File: src/rtl/player_collision_hp.sv
// Player square collision, hit points and invulnerability for the pixel stream.
// Optional PLAYER_BLINK_EN: blink the player every 8 frames while invulnerable.
module player_collision_hp #(
  parameter int          PLAYER_SIZE   = 16,
  parameter logic [11:0] PLAYER_COLOR  = 12'hfff,
  parameter logic [11:0] BG_COLOR      = 12'h000,
  parameter int          HP_MAX        = 3,
  parameter int          INVULN_FRAMES = 60
) (
  input  logic        clk,
  input  logic        rst,
  input  logic [11:0] hcount_in,
  input  logic [11:0] vcount_in,
  input  logic        hsync_in,
  input  logic        hblnk_in,
  input  logic        vsync_in,
  input  logic        vblnk_in,
  input  logic [11:0] rgb_in,
  input  logic [11:0] xpos,
  input  logic [11:0] ypos,
  input  logic        game_on,
  input  logic        play_selected,
  output logic [11:0] hcount_out,
  output logic [11:0] vcount_out,
  output logic        hsync_out,
  output logic        hblnk_out,
  output logic        vsync_out,
  output logic        vblnk_out,
  output logic [11:0] rgb_out,
  output logic [3:0]  hp,
  output logic        hit,
  output logic        invulnerable,
  output logic        defeat
);

  typedef enum logic [1:0] {IDLE, PLAY, INVULN, DEAD} state_t;

  localparam logic [12:0] SZ   = 13'(PLAYER_SIZE);
  localparam logic [3:0]  HPM  = 4'(HP_MAX);
  localparam logic [7:0]  INVF = 8'(INVULN_FRAMES);

  state_t      state_q, state_d;
  logic [7:0]  inv_cnt;
  logic        ovl_flag;
  logic        load, dmg, kill;
  logic        draw_ok, blink_ok;
  logic        frame_end, in_player, ovl_now, dmg_now;
  logic [12:0] hx, vy, px, py;

  // 13-bit compare keeps the square from wrapping past the screen edge
  assign hx = {1'b0, hcount_in};
  assign vy = {1'b0, vcount_in};
  assign px = {1'b0, xpos};
  assign py = {1'b0, ypos};

  assign in_player = (hx >= px) && (hx < px + SZ) &&
                     (vy >= py) && (vy < py + SZ) &&
                     !hblnk_in && !vblnk_in;

  assign ovl_now   = in_player && (rgb_in != BG_COLOR);
  assign frame_end = vsync_in && !vsync_out;
  assign dmg_now   = frame_end && (ovl_flag || ovl_now);

  always_ff @(posedge clk) begin
    if (rst) state_q <= IDLE;
    else     state_q <= state_d;
  end

  always_comb begin
    state_d = state_q;
    load    = 1'b0;
    dmg     = 1'b0;
    kill    = 1'b0;
    if (!game_on) begin
      state_d = IDLE;
    end else if (play_selected) begin
      state_d = PLAY;
      load    = 1'b1;
    end else begin
      unique case (state_q)
        PLAY: begin
          if (dmg_now) begin
            dmg     = 1'b1;
            kill    = (hp <= 4'd1);
            state_d = kill ? DEAD : INVULN;
          end
        end
        INVULN: begin
          if (frame_end && inv_cnt <= 8'd1) state_d = PLAY;
        end
        IDLE, DEAD: state_d = state_q;
      endcase
    end
  end

`ifdef PLAYER_BLINK_EN
  logic [2:0] frame_cnt;

  always_ff @(posedge clk) begin
    if (rst)            frame_cnt <= 3'd0;
    else if (frame_end) frame_cnt <= frame_cnt + 3'd1;
  end

  assign blink_ok = !frame_cnt[2];
`else
  assign blink_ok = 1'b1;
`endif

  always_comb begin
    invulnerable = (state_q == INVULN);
    draw_ok      = (state_q == PLAY) ||
                   ((state_q == INVULN) && blink_ok);
  end

  always_ff @(posedge clk) begin
    if (rst) begin
      hp       <= 4'd0;
      hit      <= 1'b0;
      defeat   <= 1'b0;
      inv_cnt  <= 8'd0;
      ovl_flag <= 1'b0;
    end else begin
      hit    <= dmg;
      defeat <= kill;
      if (load) begin
        hp       <= HPM;
        inv_cnt  <= 8'd0;
        ovl_flag <= 1'b0;
      end else if (!game_on) begin
        inv_cnt  <= 8'd0;
        ovl_flag <= 1'b0;
      end else begin
        // overlap on the frame_end cycle is already folded into dmg_now
        if (frame_end)
          ovl_flag <= 1'b0;
        else if (state_q == PLAY && ovl_now)
          ovl_flag <= 1'b1;
        if (dmg) begin
          hp      <= kill ? 4'd0 : hp - 4'd1;
          inv_cnt <= INVF;
        end else if (state_q == INVULN && frame_end && inv_cnt != 8'd0) begin
          inv_cnt <= inv_cnt - 8'd1;
        end
      end
    end
  end

  always_ff @(posedge clk) begin
    if (rst) begin
      hcount_out <= 12'd0;
      vcount_out <= 12'd0;
      hsync_out  <= 1'b0;
      hblnk_out  <= 1'b0;
      vsync_out  <= 1'b0;
      vblnk_out  <= 1'b0;
      rgb_out    <= 12'd0;
    end else begin
      hcount_out <= hcount_in;
      vcount_out <= vcount_in;
      hsync_out  <= hsync_in;
      hblnk_out  <= hblnk_in;
      vsync_out  <= vsync_in;
      vblnk_out  <= vblnk_in;
      rgb_out    <= (in_player && draw_ok) ? PLAYER_COLOR : rgb_in;
    end
  end

endmodule

File: config.mk
export PLATFORM = sky130hd
export DESIGN_NAME = player_collision_hp
export DESIGN_NICKNAME = d
export VERILOG_FILES = /design/src/rtl/player_collision_hp.sv
export SDC_FILE = /design/constraint.sdc
export NUM_CORES = 1
export LEC_CHECK = 0
export BUFFER_PORTS_ARGS = -buffer_cell sky130_fd_sc_hd__buf_2
export CORE_MARGIN = 3
export CORE_UTILIZATION = 25
export DETAILED_ROUTE_END_ITERATION = 8
export PLACE_DENSITY = 0.47
export SKIP_LAST_GASP = 1
export SYNTH_ARGS = -nofsm -noshare
export SYNTH_HDL_FRONTEND = slang
export SYNTH_SLANG_ARGS = --single-unit
export TNS_END_PERCENT = 20
File: constraint.sdc
create_clock -name clk -period 4 [get_ports clk]
set_clock_uncertainty 0.15 [all_clocks]
set_input_delay 0.8 -clock clk [delete_from_list [all_inputs] [get_ports clk]]
set_output_delay 0.8 -clock clk [all_outputs]
set_load 0.005 [all_outputs]
* Word-level counts from Yosys, hierarchy flattened
Cells that the tools add are included.
Word-level totals: word-level logic and storage cells 93, register bits after elaboration 57, output and inout bits 47
Operators by class: bitwise operators 2, add/subtract/negate cells 4, eq/ne operators 8, reductions and logical operators 35, magnitude comparators 6, mux-type cells 22
Operators with widths (count):
- adder 12 x 5 -> 13 bit (second input constant) | 2
- < comparator 12 x 13 -> 1 bit | 2
- >= comparator 12 bit | 2
- logical AND 1 bit | 13
- two-way mux 1 bit | 12
- two-way mux 12 bit | 1
- two-way mux 6 bit | 2
- nonzero test 12 bit | 1
- two-way mux 2 bit | 5
- <= comparator 8 x 1 -> 1 bit (second input constant) | 1
- nonzero test 8 bit | 1
- OR reduction 4 bit | 2
- subtractor 8 x 1 -> 8 bit (second input constant) | 1
- AND reduction 3 bit | 2
- nonzero test 2 bit | 3
- OR reduction 2 bit | 3
- OR reduction 3 bit | 2
- == test 2 bit (second input constant) | 2
- <= comparator 4 x 1 -> 1 bit (second input constant) | 1
- two-way mux 4 bit | 1
- inequality test 2 bit (second input constant) | 2
- one-hot mux 2 bit (2 select lines) | 1
- AND reduction 2 bit | 2
- subtractor 4 x 1 -> 4 bit (second input constant) | 1
- 8 further kinds | 12

* Logic depth before layout (Yosys ltp)
depth after elaboration 18, mapped depth 13

* Least setup slack after synthesis
Ideal clock, no wire load.
path type input to register, start point input port ypos[9], end point register hp[0], library setup time 0.137 ns, required time 3.713 ns, slack 0.894 ns, arrival 2.820 ns, cell stages on the path 11, cells stage by stage and4_1 > nand4_1 > xnor2_1 > ha_1 > nor2b_1 > o21a_1 > a2111oi_4 > and4_4 > a21o_4 > and2_2 > a221oi_2
On the way: longest elaborated chain between the ends 16
RTL lines:
- start: declaration | RTL line 20 | input logic [11:0] ypos,
- adder 12 x 5 -> 13 bit / >= comparator 12 bit (equally long branches) | RTL line 57 | (vy >= py) && (vy < py + SZ) &&
- < comparator 12 x 13 -> 1 bit / logical AND 1 bit (equally long branches) | RTL line 57, 56
- logical AND 1 bit * (2 in a row) | RTL line 57
- logical AND 1 bit * | RTL line 58 | !hblnk_in && !vblnk_in;
- logical AND 1 bit * | RTL line 60 | assign ovl_now = in_player && (rgb_in != BG_COLOR);
- logical OR 1 bit * | RTL line 62 | assign dmg_now = frame_end && (ovl_flag || ovl_now);
- logical AND 1 bit * | RTL line 62
- two-way mux 1 bit | RTL line 82 | if (dmg_now) begin
- two-way mux 1 bit | RTL line 80 | unique case (state_q)
- two-way mux 1 bit | RTL line 76 | end else if (play_selected) begin
- two-way mux 1 bit | RTL line 74 | if (!game_on) begin
- two-way mux 4 bit | RTL line 139 | hp <= kill ? 4'd0 : hp - 4'd1;
- two-way mux 2 bit | RTL line 138 | if (dmg) begin
- two-way mux 2 bit | RTL line 129 | end else if (!game_on) begin
- two-way mux 2 bit | RTL line 125 | if (load) begin
- end signal: assignment | RTL line 139
- end: declaration | RTL line 30 | output logic [3:0] hp,
Mark *: on every way between the ends. The rest lies on a longest branch, timed or not. The select of a mux whose other input is x is not followed. A chain may end at the register's enable or synchronous reset.

* Final worst setup path
start point input port xpos[4], end point register inv_cnt[1]
On the way: longest elaborated chain between the ends 15
RTL lines:
- start: declaration | RTL line 19 | input logic [11:0] xpos,
- adder 12 x 5 -> 13 bit | RTL line 56 | assign in_player = (hx >= px) && (hx < px + SZ) &&
- < comparator 12 x 13 -> 1 bit | RTL line 56
- logical AND 1 bit * (2 in a row) | RTL line 56
- logical AND 1 bit * (2 in a row) | RTL line 57
- logical AND 1 bit * | RTL line 58
- logical AND 1 bit * | RTL line 60
- logical OR 1 bit * | RTL line 62
- logical AND 1 bit * | RTL line 62
- two-way mux 1 bit * | RTL line 82
- two-way mux 1 bit * | RTL line 80
- two-way mux 1 bit * | RTL line 76
- two-way mux 1 bit * | RTL line 74
- OR reduction 4 bit (no line) *
- end signal: assignment | RTL line 142 | inv_cnt <= inv_cnt - 8'd1;
- end: declaration | RTL line 43 | logic [7:0] inv_cnt;
Mark *: on every way between the ends. The rest lies on a longest branch, timed or not.

==> metrics <==
drc violations=0; critical register-to-register path endpoint=state_q[0]; synthesized cell area=roughly 3300 µm²; initial antenna violation count=0; RD Place Congestion=about 0.84; gr ovfl total=0; nets=a little over 600; CTS Buffer Depth=2; Final min period=about 3.3 ns; non-filler cells, final=670; DRT Wirelength=between 8000 and 9000 µm; # H-tree levels=3; Pwr Density=between 300 and 400 nW/µm²; area delta synth->final=33.0%; Hold/Removal Path Class=flop to flop; post-DP HPWL=approximately 7200 µm; DRT antenna net count=0; Starting Density=around 26%; part of the power in registers=between 30% and 40%; hold path startpoint=hp[3]; DRT iter0 DRCs=127; number of cell rows=between 40 and 50; Post-Syn Nets=between 400 and 500; Hold-fix buffers, CTS=0; largest family of logic cells by synthesized area=simple AND/OR/NAND/NOR gates; Sw Ratio=about a quarter; setup TNS after final layout=0 ns; CTS tree=yes; DR vias=between 2k and 3k; critical-path maximum fanout=8; most common cell after layout, fill and taps aside=buf_2; FMAX=between 300 and 400 MHz; Async SR Flop Fraction=0%; Hold Path Stages=2; final slew viol count=0; Worst path max stage delay=0.35 ns; WP data arrival=~3.3 ns; total clock buffers created by CTS=9; Worst Reg-to-Reg Cells=6; status=complete, no violations; Reg-to-Reg Start=inv_cnt[3]; multiplexer share of the synthesized area=0%; Slew HR=53.9%; total clock sinks=between 50 and 60; Crit Path Category=input port to flop; Vias/cell=approximately 4.4; Mapped Cells=between 300 and 400; gr usage total=between 10 and 15%; die height=roughly 120 µm; #FFs+latches synth=57; Detailed Routing Iterations Pass 1=4; complex-gate fraction of the synthesized area=between 10% and 20%; switching power=between 400 and 500 µW; Distinct cells, synth=48; first-pass GRT wire length=between 10000 and 15000 µm; vias in the first global route=between 2k and 3k; commonest non-fill, non-tap cells in the layout=buf_2 (114), dfxtp_1 (57), inv_1 (51); FILL cells=approximately 1.3k; largest net degree at the start of global routing=34; mean routed wirelength per cell=~13 µm; Comb power frac=14.7%; Placed Cells=654; clock group share of total power=approximately half; final hold violations=0; r2r setup slk=about 1.8 ns; critical path required time=around 4.1 ns; Root Buffer=clkbuf_16; Clock transition at path regs=0.05 ns; hold endpoint=hp[2]; die area=14700 µm²; synthesized area per cell=about 9 µm²; Primary FF master, synth=dfxtp_1; EDFF count, synth=0; CP endpoint kind=flop; Seq/Total Area, Yosys=roughly 34%; Worst setup SP type=input port; Pleak=about 0.0021 µW; YS warnings=0; # IOs=~120; Slew @ Worst Pin=approximately 0.69 ns; share of post-route cells with drive strength above 1=roughly 29%; critical path, cell by cell=buf_2, ha_1, nand3_1, xnor2_1, ha_1, nand2_1, nor2_1, o31ai_1, a31oi_1, a31oi_1, a21o_4, and2_2, a2111oi_2; peak supply drop=~0.00014 V; total power=1710 µW; ANT cells=0; RSZ-0062 raised after global routing=no; Adder-Cell Fraction of Synth Area=a little under a fifth; Core ar.=between 10000 and 15000 µm²; Clock Latency Late Sink=between 0.3 and 0.4 ns; final setup vio count=0; Slowest-stage cell, CP=a31oi_1; cts repair resizes=0; PortBufs=between 100 and 150; xor/xnor share of the synthesized area=under 10%; Die W=121 µm; period utilization=slightly above 80%; Internal Power=about 1300 µW; post-CTS setup buffers=0; max_cap viols=0; simple-gate portion of the synthesized area=20.0%
power groups by stage:
stage	registers [µW]	logic [µW]	clock network (µW)
floorplan	615	139	0
global placement	612	249	0
detailed placement	612	254	0
CTS	600	256	882
global route	602	291	917
finish	600	251	855
worst max-delay path by stage:
stage	startpoint	cells after the start	end
after floorplan	ypos[9]	11	hp[0]
after global placement	xpos[4]	13	inv_cnt[1]
after detailed placement	xpos[4]	13	inv_cnt[1]
after CTS	xpos[4]	13	inv_cnt[1]
after global routing	xpos[4]	13	inv_cnt[1]
final	xpos[4]	13	inv_cnt[1]
kinds of logic (layout without fill, tap and decap cells):
family	count (synthesis)	count (layout)
buffers and inverters	59	182
AND/OR/NAND/NOR	116	116
AO/OA/AOI/OAI	76	76
flip-flops	57	57
XOR/XNOR	18	18
adder cells (fa/ha/maj)	49	49
worst max-delay path: cells and delay by family:
family	cells	cell delay, ns
compound gates	5	1.16
xor+xnor	1	0.14
fa+ha+maj	2	0.56
buf+inv	1	0.15
simple gates	4	0.53
synth_stat cells (2+ instances only):
cell | instances | area, µm²
dfxtp_1 | 57 | 1140
inv_1 | 51 | 191
ha_1 | 49 | 613
a21oi_1 | 33 | 165
nor2b_1 | 32 | 200
nand2_1 | 16 | 60.1
xnor2_1 | 16 | 140
nor2_1 | 14 | 52.6
nor3_1 | 14 | 70.1
o21ai_0 | 11 | 55.1
clkbuf_1 | 7 | 26.3
nand3_1 | 7 | 35.0
nand4_1 | 6 | 37.5
and4_1 | 5 | 43.8
a211oi_1 | 4 | 30.0
a21o_1 | 4 | 30.0
a31oi_1 | 4 | 25.0
nor4_1 | 4 | 25.0
nand4b_1 | 3 | 26.3
o211ai_1 | 3 | 22.5
or2_2 | 3 | 18.8
a221o_1 | 2 | 20.0
a31o_2 | 2 | 17.5
nand2b_1 | 2 | 12.5
o21a_1 | 2 | 15.0
xor2_1 | 2 | 17.5
flip-flops by register name, indices dropped and copies added (netlist names), 2 cells and up:
signal and flops:
hcount_out 12, hp 4, inv_cnt 8, rgb_out 12, state_q 2, vcount_out 12
cell type report:
class / count / area (µm²) / area share [%]
clock buffers: 12 / 256 / 5.82
clock inverters: 4 / 75.1 / 1.70
inverters: 51 / 191 / 4.34
multi-input cells: 259 / 1950 / 44.3
flip-flops and latches: 57 / 1140 / 25.9
well taps: 172 / 215 / 4.88
repair buffers: 115 / 578 / 13.1
per-stage QoR:
stage | instance area [µm²] | hold WS, ns | worst slack, ns | util [%]
2_1_floorplan | 3320 | 0.355 | 0.894 | -
3_3_place_gp | 4080 | 0.371 | 0.359 | 31.9
3_5_place_dp | 4080 | 0.380 | 0.325 | 31.9
4_1_cts | 4410 | 0.388 | 0.687 | 34.5
5_1_grt | 4410 | 0.422 | 0.432 | 34.5
6_report | 4410 | 0.379 | 0.737 | 34.5
layer usage:
| layer | vias up | wire (µm) | track usage, % |
|---|---|---|---|
| li1 | 1529 | - | - |
| met4 | 0 | 170 | 5.46 |
| met3 | 12 | 451 | 3.45 |
| met1 | 1349 | 4250 | 16.3 |
| met2 | 62 | 4110 | 20.1 |
| met5 | - | 0 | 0 |
Power figures use the tool's default switching activity.
